==> config.mk <==
export PLATFORM = sky130hd
export DESIGN_NAME = clock_set_ctrl
export DESIGN_NICKNAME = d
export VERILOG_FILES = /design/src/rtl/clock_set_ctrl_pkg.sv /design/src/rtl/clock_set_ctrl_btn_debounce.sv /design/src/rtl/clock_set_ctrl.sv
export SDC_FILE = /design/constraint.sdc
export NUM_CORES = 1
export LEC_CHECK = 0
export ABC_AREA = 1
export BUFFER_PORTS_ARGS = -buffer_cell sky130_fd_sc_hd__buf_2
export CORE_MARGIN = 4
export CORE_UTILIZATION = 36
export CTS_CLUSTER_DIAMETER = 80
export DETAILED_ROUTE_END_ITERATION = 12
export SETUP_SLACK_MARGIN = 0.4
export SLEW_MARGIN = 10
export SYNTH_ARGS = -nofsm -noshare
export SYNTH_HDL_FRONTEND = slang
export SYNTH_SLANG_ARGS = --single-unit
==> constraint.sdc <==
create_clock -name clk -period 2.39 [get_ports clk]
set_clock_uncertainty 0.1 [all_clocks]
set_input_delay 0.1195 -clock clk [delete_from_list [all_inputs] [get_ports clk]]
set_output_delay 0.1195 -clock clk [all_outputs]
set_load 0.05 [all_outputs]
==> src/rtl/clock_set_ctrl_pkg.sv <==
// Shared state codes and default cycle constants for the front-panel clock-set controller
// and the display blink logic.
package clock_set_ctrl_pkg;

  typedef enum logic [1:0] {
    ST_RUN     = 2'b00,
    ST_SET_HR  = 2'b01,
    ST_SET_MIN = 2'b10
  } state_t;

  localparam logic [15:0] DEF_DEBOUNCE_CYCLES = 16'd50000;
  localparam logic [23:0] DEF_REPEAT_CYCLES   = 24'd500000;
  localparam logic [31:0] DEF_TIMEOUT_CYCLES  = 32'd30000000;

  // MODE button walks RUN -> SET_HR -> SET_MIN -> RUN
  function automatic state_t next_mode_state(input state_t cur);
    case (cur)
      ST_RUN:    return ST_SET_HR;
      ST_SET_HR: return ST_SET_MIN;
      default:   return ST_RUN;
    endcase
  endfunction

endpackage

==> src/rtl/clock_set_ctrl_btn_debounce.sv <==
// Push-button conditioner: 2-flop synchroniser, stability counter and a registered
// single-cycle pulse on each accepted press.
module clock_set_ctrl_btn_debounce
  import clock_set_ctrl_pkg::*;
#(
  parameter logic [15:0] DEBOUNCE_CYCLES = DEF_DEBOUNCE_CYCLES
) (
  input  logic clk,
  input  logic reset_n,
  input  logic btn,
  output logic level,
  output logic rise
);

  logic        sync_a;
  logic        sync_b;
  logic [15:0] stable_cnt;

  always_ff @(posedge clk or negedge reset_n) begin
    if (!reset_n) begin
      sync_a     <= 1'b0;
      sync_b     <= 1'b0;
      stable_cnt <= '0;
      level      <= 1'b0;
      rise       <= 1'b0;
    end else begin
      sync_a <= btn;
      sync_b <= sync_a;
      rise   <= 1'b0;
      // any sample that agrees with the accepted level restarts the stability run
      if (sync_b == level) begin
        stable_cnt <= '0;
      end else if (stable_cnt == DEBOUNCE_CYCLES - 16'd1) begin
        stable_cnt <= '0;
        level      <= sync_b;
        rise       <= sync_b;
      end else begin
        stable_cnt <= stable_cnt + 16'd1;
      end
    end
  end

endmodule

==> src/rtl/clock_set_ctrl.sv <==
// Front-panel clock-set controller: halts the run/hold latch while hours and minutes
// are stepped from the MODE and INC buttons, with auto-repeat and an idle timeout.
module clock_set_ctrl
  import clock_set_ctrl_pkg::*;
#(
  parameter logic [15:0] DEBOUNCE_CYCLES = DEF_DEBOUNCE_CYCLES,
  parameter logic [23:0] REPEAT_CYCLES   = DEF_REPEAT_CYCLES,
  parameter logic [31:0] TIMEOUT_CYCLES  = DEF_TIMEOUT_CYCLES
) (
  input  logic       clk,
  input  logic       reset_n,
  input  logic       btn_mode,
  input  logic       btn_inc,
  output logic       run_set_n,
  output logic       run_clr_n,
  output logic       inc_hr,
  output logic       inc_min,
  output logic [1:0] set_state
);

  // state      | meaning
  // ST_RUN     | timekeeper running, INC ignored
  // ST_SET_HR  | clock halted, INC steps hours
  // ST_SET_MIN | clock halted, INC steps minutes
  // 2'b11      | unreachable, recovers to ST_RUN silently

  state_t      state;
  logic        mode_level;
  logic        mode_rise;
  logic        inc_level;
  logic        inc_rise;
  logic [31:0] idle_cnt;
  logic [23:0] rep_cnt;
  logic        rep_arm;

  clock_set_ctrl_btn_debounce #(.DEBOUNCE_CYCLES(DEBOUNCE_CYCLES)) u_deb_mode (
    .clk     (clk),
    .reset_n (reset_n),
    .btn     (btn_mode),
    .level   (mode_level),
    .rise    (mode_rise)
  );

  clock_set_ctrl_btn_debounce #(.DEBOUNCE_CYCLES(DEBOUNCE_CYCLES)) u_deb_inc (
    .clk     (clk),
    .reset_n (reset_n),
    .btn     (btn_inc),
    .level   (inc_level),
    .rise    (inc_rise)
  );

  always_ff @(posedge clk or negedge reset_n) begin
    if (!reset_n) begin
      state     <= ST_RUN;
      run_set_n <= 1'b1;
      run_clr_n <= 1'b1;
      inc_hr    <= 1'b0;
      inc_min   <= 1'b0;
      idle_cnt  <= '0;
      rep_cnt   <= '0;
      rep_arm   <= 1'b0;
    end else begin
      run_set_n <= 1'b1;
      run_clr_n <= 1'b1;
      inc_hr    <= 1'b0;
      inc_min   <= 1'b0;
      case (state)
        ST_RUN: begin
          idle_cnt <= '0;
          rep_cnt  <= '0;
          rep_arm  <= 1'b0;
          if (mode_rise) begin
            state     <= ST_SET_HR;
            run_clr_n <= 1'b0;
          end
        end
        ST_SET_HR, ST_SET_MIN: begin
          if (mode_rise) begin
            // MODE outranks a same-cycle INC press and any pending timeout
            state    <= next_mode_state(state);
            idle_cnt <= '0;
            rep_cnt  <= '0;
            rep_arm  <= 1'b0;
            if (state == ST_SET_MIN) run_set_n <= 1'b0;
          end else if (inc_rise) begin
            inc_hr   <= (state == ST_SET_HR);
            inc_min  <= (state == ST_SET_MIN);
            idle_cnt <= '0;
            rep_cnt  <= '0;
            rep_arm  <= 1'b1;
          end else if (idle_cnt == TIMEOUT_CYCLES - 32'd1) begin
            state     <= ST_RUN;
            run_set_n <= 1'b0;
            idle_cnt  <= '0;
            rep_cnt   <= '0;
            rep_arm   <= 1'b0;
          end else begin
            idle_cnt <= idle_cnt + 32'd1;
            // auto-repeat only follows a press taken in this state and dies on release
            if (rep_arm && inc_level) begin
              if (rep_cnt == REPEAT_CYCLES - 24'd1) begin
                rep_cnt <= '0;
                inc_hr  <= (state == ST_SET_HR);
                inc_min <= (state == ST_SET_MIN);
              end else begin
                rep_cnt <= rep_cnt + 24'd1;
              end
            end else begin
              rep_cnt <= '0;
              rep_arm <= 1'b0;
            end
          end
        end
        default: begin
          state    <= ST_RUN;
          idle_cnt <= '0;
          rep_cnt  <= '0;
          rep_arm  <= 1'b0;
        end
      endcase
    end
  end

  assign set_state = state;

endmodule

==> metrics, run 1 <==
outcome=finished, final reports clean; Global Route Usage Sum=14.5%; DRT iter0 DRCs=255; layout cells sized above 1=8.87%; Tmin final=1.89 ns; die height=134 µm; Antenna Cells=0; Clock Tree Root=clkbuf_16; Max Freq=0.528 GHz; Sum Neg Setup Slack=0 ns; Placed Cells=959; largest net degree at the start of global routing=45; clock buffer depth=2; final hold viol count=0; Worst EP arrival=2.06 ns; Via density=4.70; Power Total=3300 µW; filler cell count=1568; leak pwr=0.00258 µW; crit end category=flip-flop; Syn Nets=751; Total Wirelength=12000 µm; post-synthesis mux area share=0%; VDD IR-drop max=0.000332 V; GP Congestion=0.940; final setup vio count=0; Syn. warnings=0; placed cell areas=6020 µm²; Mapped Area=5710 µm²; worst-path maximum fanout=19; Port-buffer cells=9; row count=45; CTS tree=built; worst-margin pin slew=0.538 ns; max-cap viol count=0; Detail Placement HPWL=8870 µm; power per cell area=520 nW/µm²; XOR/XNOR Fraction of Synth Area=7.67%; grt total ovfl=0; Netlist cell types=36; Pre-antenna DRT Iters=5; initial antenna violation count=0; Area growth, synth to finish=11.1%; vias in the first global route=4425; largest family of logic cells by synthesized area=simple AND/OR/NAND/NOR gates; Avg Cell Area, Syn=7.72 µm²; Routed Antenna Nets=0; Rel. slew slack=64.1%; htree depth=3; post-synthesis adder-cell area fraction=1.53%; Die ar.=17900 µm²; post-synthesis sequential area ratio=45.2%; Initial Util=37.1%; Sink Count=103; Core Area=15400 µm²; fin crit share=79.2%; Post-Syn Instances=740; Num CTS Buffers=9; # IOs=10; Synth Area in Compound Gates=2.52%; Simple-Gate Fraction of Synth Area=37.0%; most common cell after layout, fill and taps aside=nor2_1; routed len/inst=12.3 µm; CP startpoint kind=flip-flop; drt drc=0; Finished Cell Area=6340 µm²; via count=4594; first-pass GRT wire length=21000 µm; fin nets=773; Reg clk slew, reported paths=0.07 ns; Skew-Pair Late Insertion Delay=0.36 ns; Seq cells post-synth=103; Hold WC Path Type=in2async; Worst EP required=2.56 ns; commonest cells after routing, fill and taps aside=nor2_1 (174), nand2_1 (157), dfrtp_1 (99); kind of critical path=reg2reg; die width=134 µm; Pins Over Slew Limit=0; final cell count without fillers=978; RSZ-0062 raised after global routing=true
## power by group
part | internal, µW | switching (µW)
clock | 738 | 728
sequential | 1750 | 9.83
combinational | 19.7 | 51.9
## registers in the layout, indices dropped and copies added (netlist names)
register               cells
idle_cnt                  32
rep_cnt                   24
u_deb_inc.stable_cnt      16
u_deb_mode.stable_cnt     16
set_state                  2
inc_hr                     1
inc_min                    1
rep_arm                    1
run_clr_n                  1
run_set_n                  1
u_deb_inc.level            1
u_deb_inc.rise             1
u_deb_inc.sync_a           1
u_deb_inc.sync_b           1
u_deb_mode.level           1
u_deb_mode.rise            1
u_deb_mode.sync_a          1
u_deb_mode.sync_b          1
## logic make-up after synthesis
group | after synthesis
xor+xnor | 50
flops | 103
compound gates | 26
buf+inv | 86
fa+ha+maj | 7
simple gates | 468
## worst max-delay path, cell delays in order, from the launching register on
cell,delay (ns)
dfrtp_2,0.39
inv_1,0.06
ha_1,0.31
inv_1,0.07
nor2_2,0.13
inv_2,0.07
nor2_4,0.12
buf_4,0.24
nand2_8,0.13
nor3_1,0.16
## synth_stat cells (all sizes together)
cell type	count	share of area, %
a21o	1	0.13
a21oi	10	0.88
a31o	1	0.15
a31oi	3	0.33
buf	4	0.72
dfrtp	101	44
dfstp	2	0.92
ha	7	1.5
inv	82	5.4
nand2	165	11
nand2b	1	0.11
nand3	56	5.5
nand3b	4	0.53
nand4	15	1.9
nor2	190	14
nor3	24	2.3
nor3b	6	0.88
nor4	5	0.55
o21a	1	0.13
o21ai	9	0.79
o22ai	1	0.11
or2	2	0.22
xnor2	10	1.5
xor2	40	6.1
## stage by stage
step	worst slack, ns	hold WS, ns	util, %
2_1_floorplan	0.511	-0.276	-
3_3_place_gp	0.516	0.0539	39.1
3_5_place_dp	0.478	0.0466	39.1
4_1_cts	0.444	0.219	41.2
5_1_grt	0.315	0.249	41.3
6_report	0.497	0.191	41.3
## per-layer routing
layer	GRT usage, %	share of wire (%)	vias up
met1	19.6	49	2118
met4	6.69	2.0	0
met3	2.44	3.6	17
li1	-	-	2379
met5	0	0	-
met2	22.7	45	80
## layout make-up
type / instances / area (µm²) / share of cell area [%]
clock buffer: 10 / 229 / 3.61
clock inverter: 6 / 58.8 / 0.927
inverter: 82 / 308 / 4.85
multi-input combinational: 551 / 2790 / 44.0
sequential: 103 / 2580 / 40.7
tap: 211 / 264 / 4.16
timing repair buffer: 15 / 113 / 1.78
## final timing paths
check | end | cells after the start | slack (ns) | start
max in group asynchronous | run_set_n | 3 | 1.25 | reset_n
max | idle_cnt[13] | 9 | 0.50 | set_state[0]
min reg2reg | u_deb_inc.sync_b | 0 | 0.26 | u_deb_inc.sync_a
min | rep_cnt[4] | 2 | 0.19 | reset_n
min in group clk | u_deb_inc.sync_b | 0 | 0.26 | u_deb_inc.sync_a
max reg2reg | idle_cnt[13] | 9 | 0.50 | set_state[0]
## timing repair
action	4_1_cts	5_1_grt
endpoints found under the hold margin	39	0
gates resized for setup	0	1
endpoints found under the setup margin	0	43
hold buffers	3	0
buffers inserted	0	0
No activity file was read; power rests on OpenSTA's default activity.
==> inputs of run 2 (changes only) <==
--- a/config.mk
+++ b/config.mk
@@ -5,7 +5,7 @@
 export SDC_FILE = /design/constraint.sdc
 export NUM_CORES = 1
 export LEC_CHECK = 0
-export ABC_AREA = 1
+export ABC_AREA = 0
 export BUFFER_PORTS_ARGS = -buffer_cell sky130_fd_sc_hd__buf_2
 export CORE_MARGIN = 4
 export CORE_UTILIZATION = 36
==> constraint.sdc (replaced) <==
create_clock -name clk -period 1.5 [get_ports clk]
set_clock_uncertainty 0.1 [all_clocks]
set_input_delay 0.075 -clock clk [delete_from_list [all_inputs] [get_ports clk]]
set_output_delay 0.075 -clock clk [all_outputs]
set_load 0.05 [all_outputs]
==> run 2 against run 1 <==
  * The flow now finishes with violations (setup timing)
  * Sequential cell count did not move
  * Routed wire length fell by 5.3%
  * Design area increased by 15%
  * Synthesized cell count down 34%
  * Clock-buffer cell count rose by 1
  * Maximum frequency shrank 1.1%
  * Critical path type unchanged
  * Largest cell class unchanged
==> metrics, run 2 <==
Routed Antenna Nets=0 (unchanged); crit end category=flip-flop; CP startpoint=idle_cnt[29]; routed len/inst=13.7 µm (+11%); final hold viol count=0 (unchanged); Pins Over Slew Limit=0 (unchanged); ys async rst share=100% (unchanged); htree depth=3 (unchanged); Area contributors post-synth=dfrtp_1 (51%), xor2_1 (9.2%), nor2_1 (7.8%); Hold WC Path Type=in2async; kind of critical path=reg2reg; filler cell count=1159 (-26%); RSZ-0062 raised after global routing=true; Worst R2R Path Depth=6 (-3); fin nets=662 (-14%); Detail Route met3 WL=303 µm (-30%); Post-Syn Instances=490 (-34%); Seq cells post-synth=103 (unchanged); met1 WL=5170 µm (-12%); Switching Fraction=22.1% (-1.8 points); Worst EP required=1.64 ns (-0.92 ns); outcome=complete, but fails checks; Worst EP arrival=2.05 ns (about the same); Reg clk slew, reported paths=0.07 ns (about the same); Detail Placement HPWL=7710 µm (-13%); Clk pwr share=44.1% (-0.3 points); synth cell count leaders=nor2_1 (103), dfrtp_1 (101), xor2_1 (52); max FFs per register=32 (unchanged); DRT iter0 DRCs=180 (-29%); most frequent cell after synthesis=nor2_1; Via density=4.83 (+2.8%); post-synthesis sequential area ratio=52.3% (+7.1 points); # IOs=10 (unchanged); Syn. warnings=0 (unchanged); number of synthesized flops with an enable pin=0 (unchanged); Tmin final=1.91 ns (+0.0211 ns); Netlist cell types=40 (+11%); largest net degree at the start of global routing=54 (+20%); Rel. slew slack=78.0% (+14 points); P_sw=1190 µW (+51%); Core Area=13300 µm² (-13%); grt total ovfl=0 (unchanged); drt drc=0 (unchanged); Regs by FF count=idle_cnt: 32 flops, rep_cnt: 24 flops; CP startpoint kind=flip-flop; Clock Tree Root=clkbuf_16; CP Capture Point=rep_cnt[6]; Worst Setup Slack, final=-0.414 ns (-0.911 ns); most common cell after layout, fill and taps aside=buf_4; Top reg by flops=idle_cnt; Port-buffer cells=9 (unchanged); cell taking the most area after synthesis=dfrtp_1; Comb pwr share=3.8% (+1.6 points); max-cap viol count=0 (unchanged); worst-path maximum fanout=24 (+5); VDD IR-drop max=0.000647 V (+95%); initial antenna violation count=0 (unchanged); Num CTS Buffers=9 (unchanged); power per cell area=739 nW/µm² (+42%); Pre-antenna DRT Iters=7 (+2); row count=42 (-6.7%); die width=125 µm (-6.6%); Global Route Usage Sum=15.2% (+0.70 points); vias in the first global route=4198 (-5.1%); DR top layer=met4; commonest cells after routing, fill and taps aside=buf_4 (125), dfrtp_1 (93), nor2_1 (72); Area growth, synth to finish=48.2%; Mapped Area=4930 µm² (-14%); Reg power frac=52.1% (-1.3 points); failing checks=setup timing; Reg-to-Reg End=rep_cnt[6]; GP Congestion=0.803 (-15%); Syn Nets=501 (-33%); Avg Cell Area, Syn=10.1 µm² (+30%); Initial Util=37.0% (-0.19 points); final setup vio count=91 (+91); met2 WL=5750 µm (+6.0%); layout cells sized above 1=41.3% (+32 points); Antenna Cells=0 (unchanged); worst-margin pin slew=0.329 ns (-0.209 ns); clock buffer depth=2 (unchanged); via count=4017 (-13%); Sink Count=103 (unchanged); Power Total=5400 µW (+64%); final cell count without fillers=832 (-15%); cell-internal power=4200 µW (+68%); fin crit share=128% (+48 points); Placed Cells=795 (-17%); Skew-Pair Late Insertion Delay=0.35 ns (about the same); area share of the largest cell type after synthesis=51.2% (+7.0 points); setup slack, reg-to-reg=-0.41 ns (-0.91 ns); die height=125 µm (-6.6%); Max Freq=0.523 GHz (-1.1%); leak pwr=0.00315 µW (+22%); Post-synth top flop=dfrtp_1; Critical R2R Launch=idle_cnt[29]; first-pass GRT wire length=19700 µm (-6.5%); Total Wirelength=11400 µm (-5.3%); CTS tree=built; Die ar.=15600 µm² (-13%)
run 2: changes by cell type after synthesis, moves of 7 or more:
cell / change
and3_1: +18
nand2_1: -122
xnor2_1: +18
nand3_1: -26
nand2_2: -7
xor2_1: +12
nor2_2: -9
nand4_1: +17
and4_1: +7
inv_1: -71
nor3_1: -13
nor2_1: -71
run 2: worst max-delay path: stages (launching register included):
cell and delay [ns]:
dfrtp_1 0.39, nor4b_2 0.31, nand4_1 0.25, o31ai_4 0.35, or3_4 0.18, buf_12 0.15, nor2_1 0.06
run 2: final cells by class:
type,count,area (µm²),area share (%)
timing repair buffer,159,1390,19.0
clock inverter,5,67.6,0.924
clock buffer,11,233,3.18
tap,176,220,3.01
multi-input combinational,369,2770,37.9
sequential,103,2590,35.4
inverter,9,33.8,0.462
run 2: what timing repair did:
| action | CTS | global route |
|---|---|---|
| hold endpoints to repair | 105 | 0 |
| cloned | 1 | 0 |
| pin swaps | 25 | 21 |
| setup endpoints to repair | 104 | 104 |
| hold buffers | 3 | 0 |
| setup buffers | 11 | 6 |
| resized for setup | 72 | 61 |
run 2: cell families (layout without fill, tap and decap cells):
kind of cell | after synthesis | count (layout) | share of synthesized area, %
and+or+nand+nor | 268 | 268 | 27.9
AOI/OAI and AO/OA | 12 | 12 | 1.65
muxes | 2 | 2 | 0.457
DFF | 103 | 103 | 52.3
adders and majority gates | 7 | 7 | 1.78
xor gates and xnor gates | 80 | 80 | 14.2
buffers and inverters | 18 | 184 | 1.67
run 2: per-stage QoR:
stage	utilization, %	setup TNS [ns]	hold slack, ns	worst slack (ns)	instance area, µm²
6_report	54.8	-23.97	0.00747	-0.414	7310
5_1_grt	54.8	-32.64	0.0304	-0.529	7310
4_1_cts	52.4	-19.85	0.00158	-0.395	7000
3_5_place_dp	47.0	-28.66	-0.163	-0.531	6270
3_3_place_gp	47.0	-29.71	-0.164	-0.572	6270
2_1_floorplan	-	-16.97	-0.321	-0.493	5070
run 2: worst min-delay path by stage:
stage,from,to,slack (ns),cells past startpoint
final,reset_n,u_deb_inc.stable_cnt[12],0.007,2
after global routing,reset_n,u_deb_inc.stable_cnt[12],0.03,2
after CTS,reset_n,u_deb_inc.stable_cnt[11],0.002,2
after detailed placement,reset_n,u_deb_inc.stable_cnt[11],-0.16,1
after global placement,reset_n,u_deb_inc.stable_cnt[12],-0.16,1
after floorplan,reset_n,idle_cnt[0],-0.32,0
run 2: power groups by stage:
| stage | sequential, µW | combinational (µW) | clock (µW) |
|---|---|---|---|
| 2_1_floorplan | 2860 | 38.4 | 0 |
| 3_3_place_gp | 2860 | 136 | 0 |
| 3_5_place_dp | 2860 | 142 | 0 |
| 4_1_cts | 2810 | 183 | 2450 |
| 5_1_grt | 2810 | 233 | 2580 |
| 6_report | 2810 | 207 | 2380 |
run 2: routing by layer:
metal / vias to the layer above / track usage, %
li1: 1999 / -
met4: 0 / 4.40
met1: 1966 / 18.9
met3: 12 / 4.35
met5: - / 0
met2: 40 / 25.8
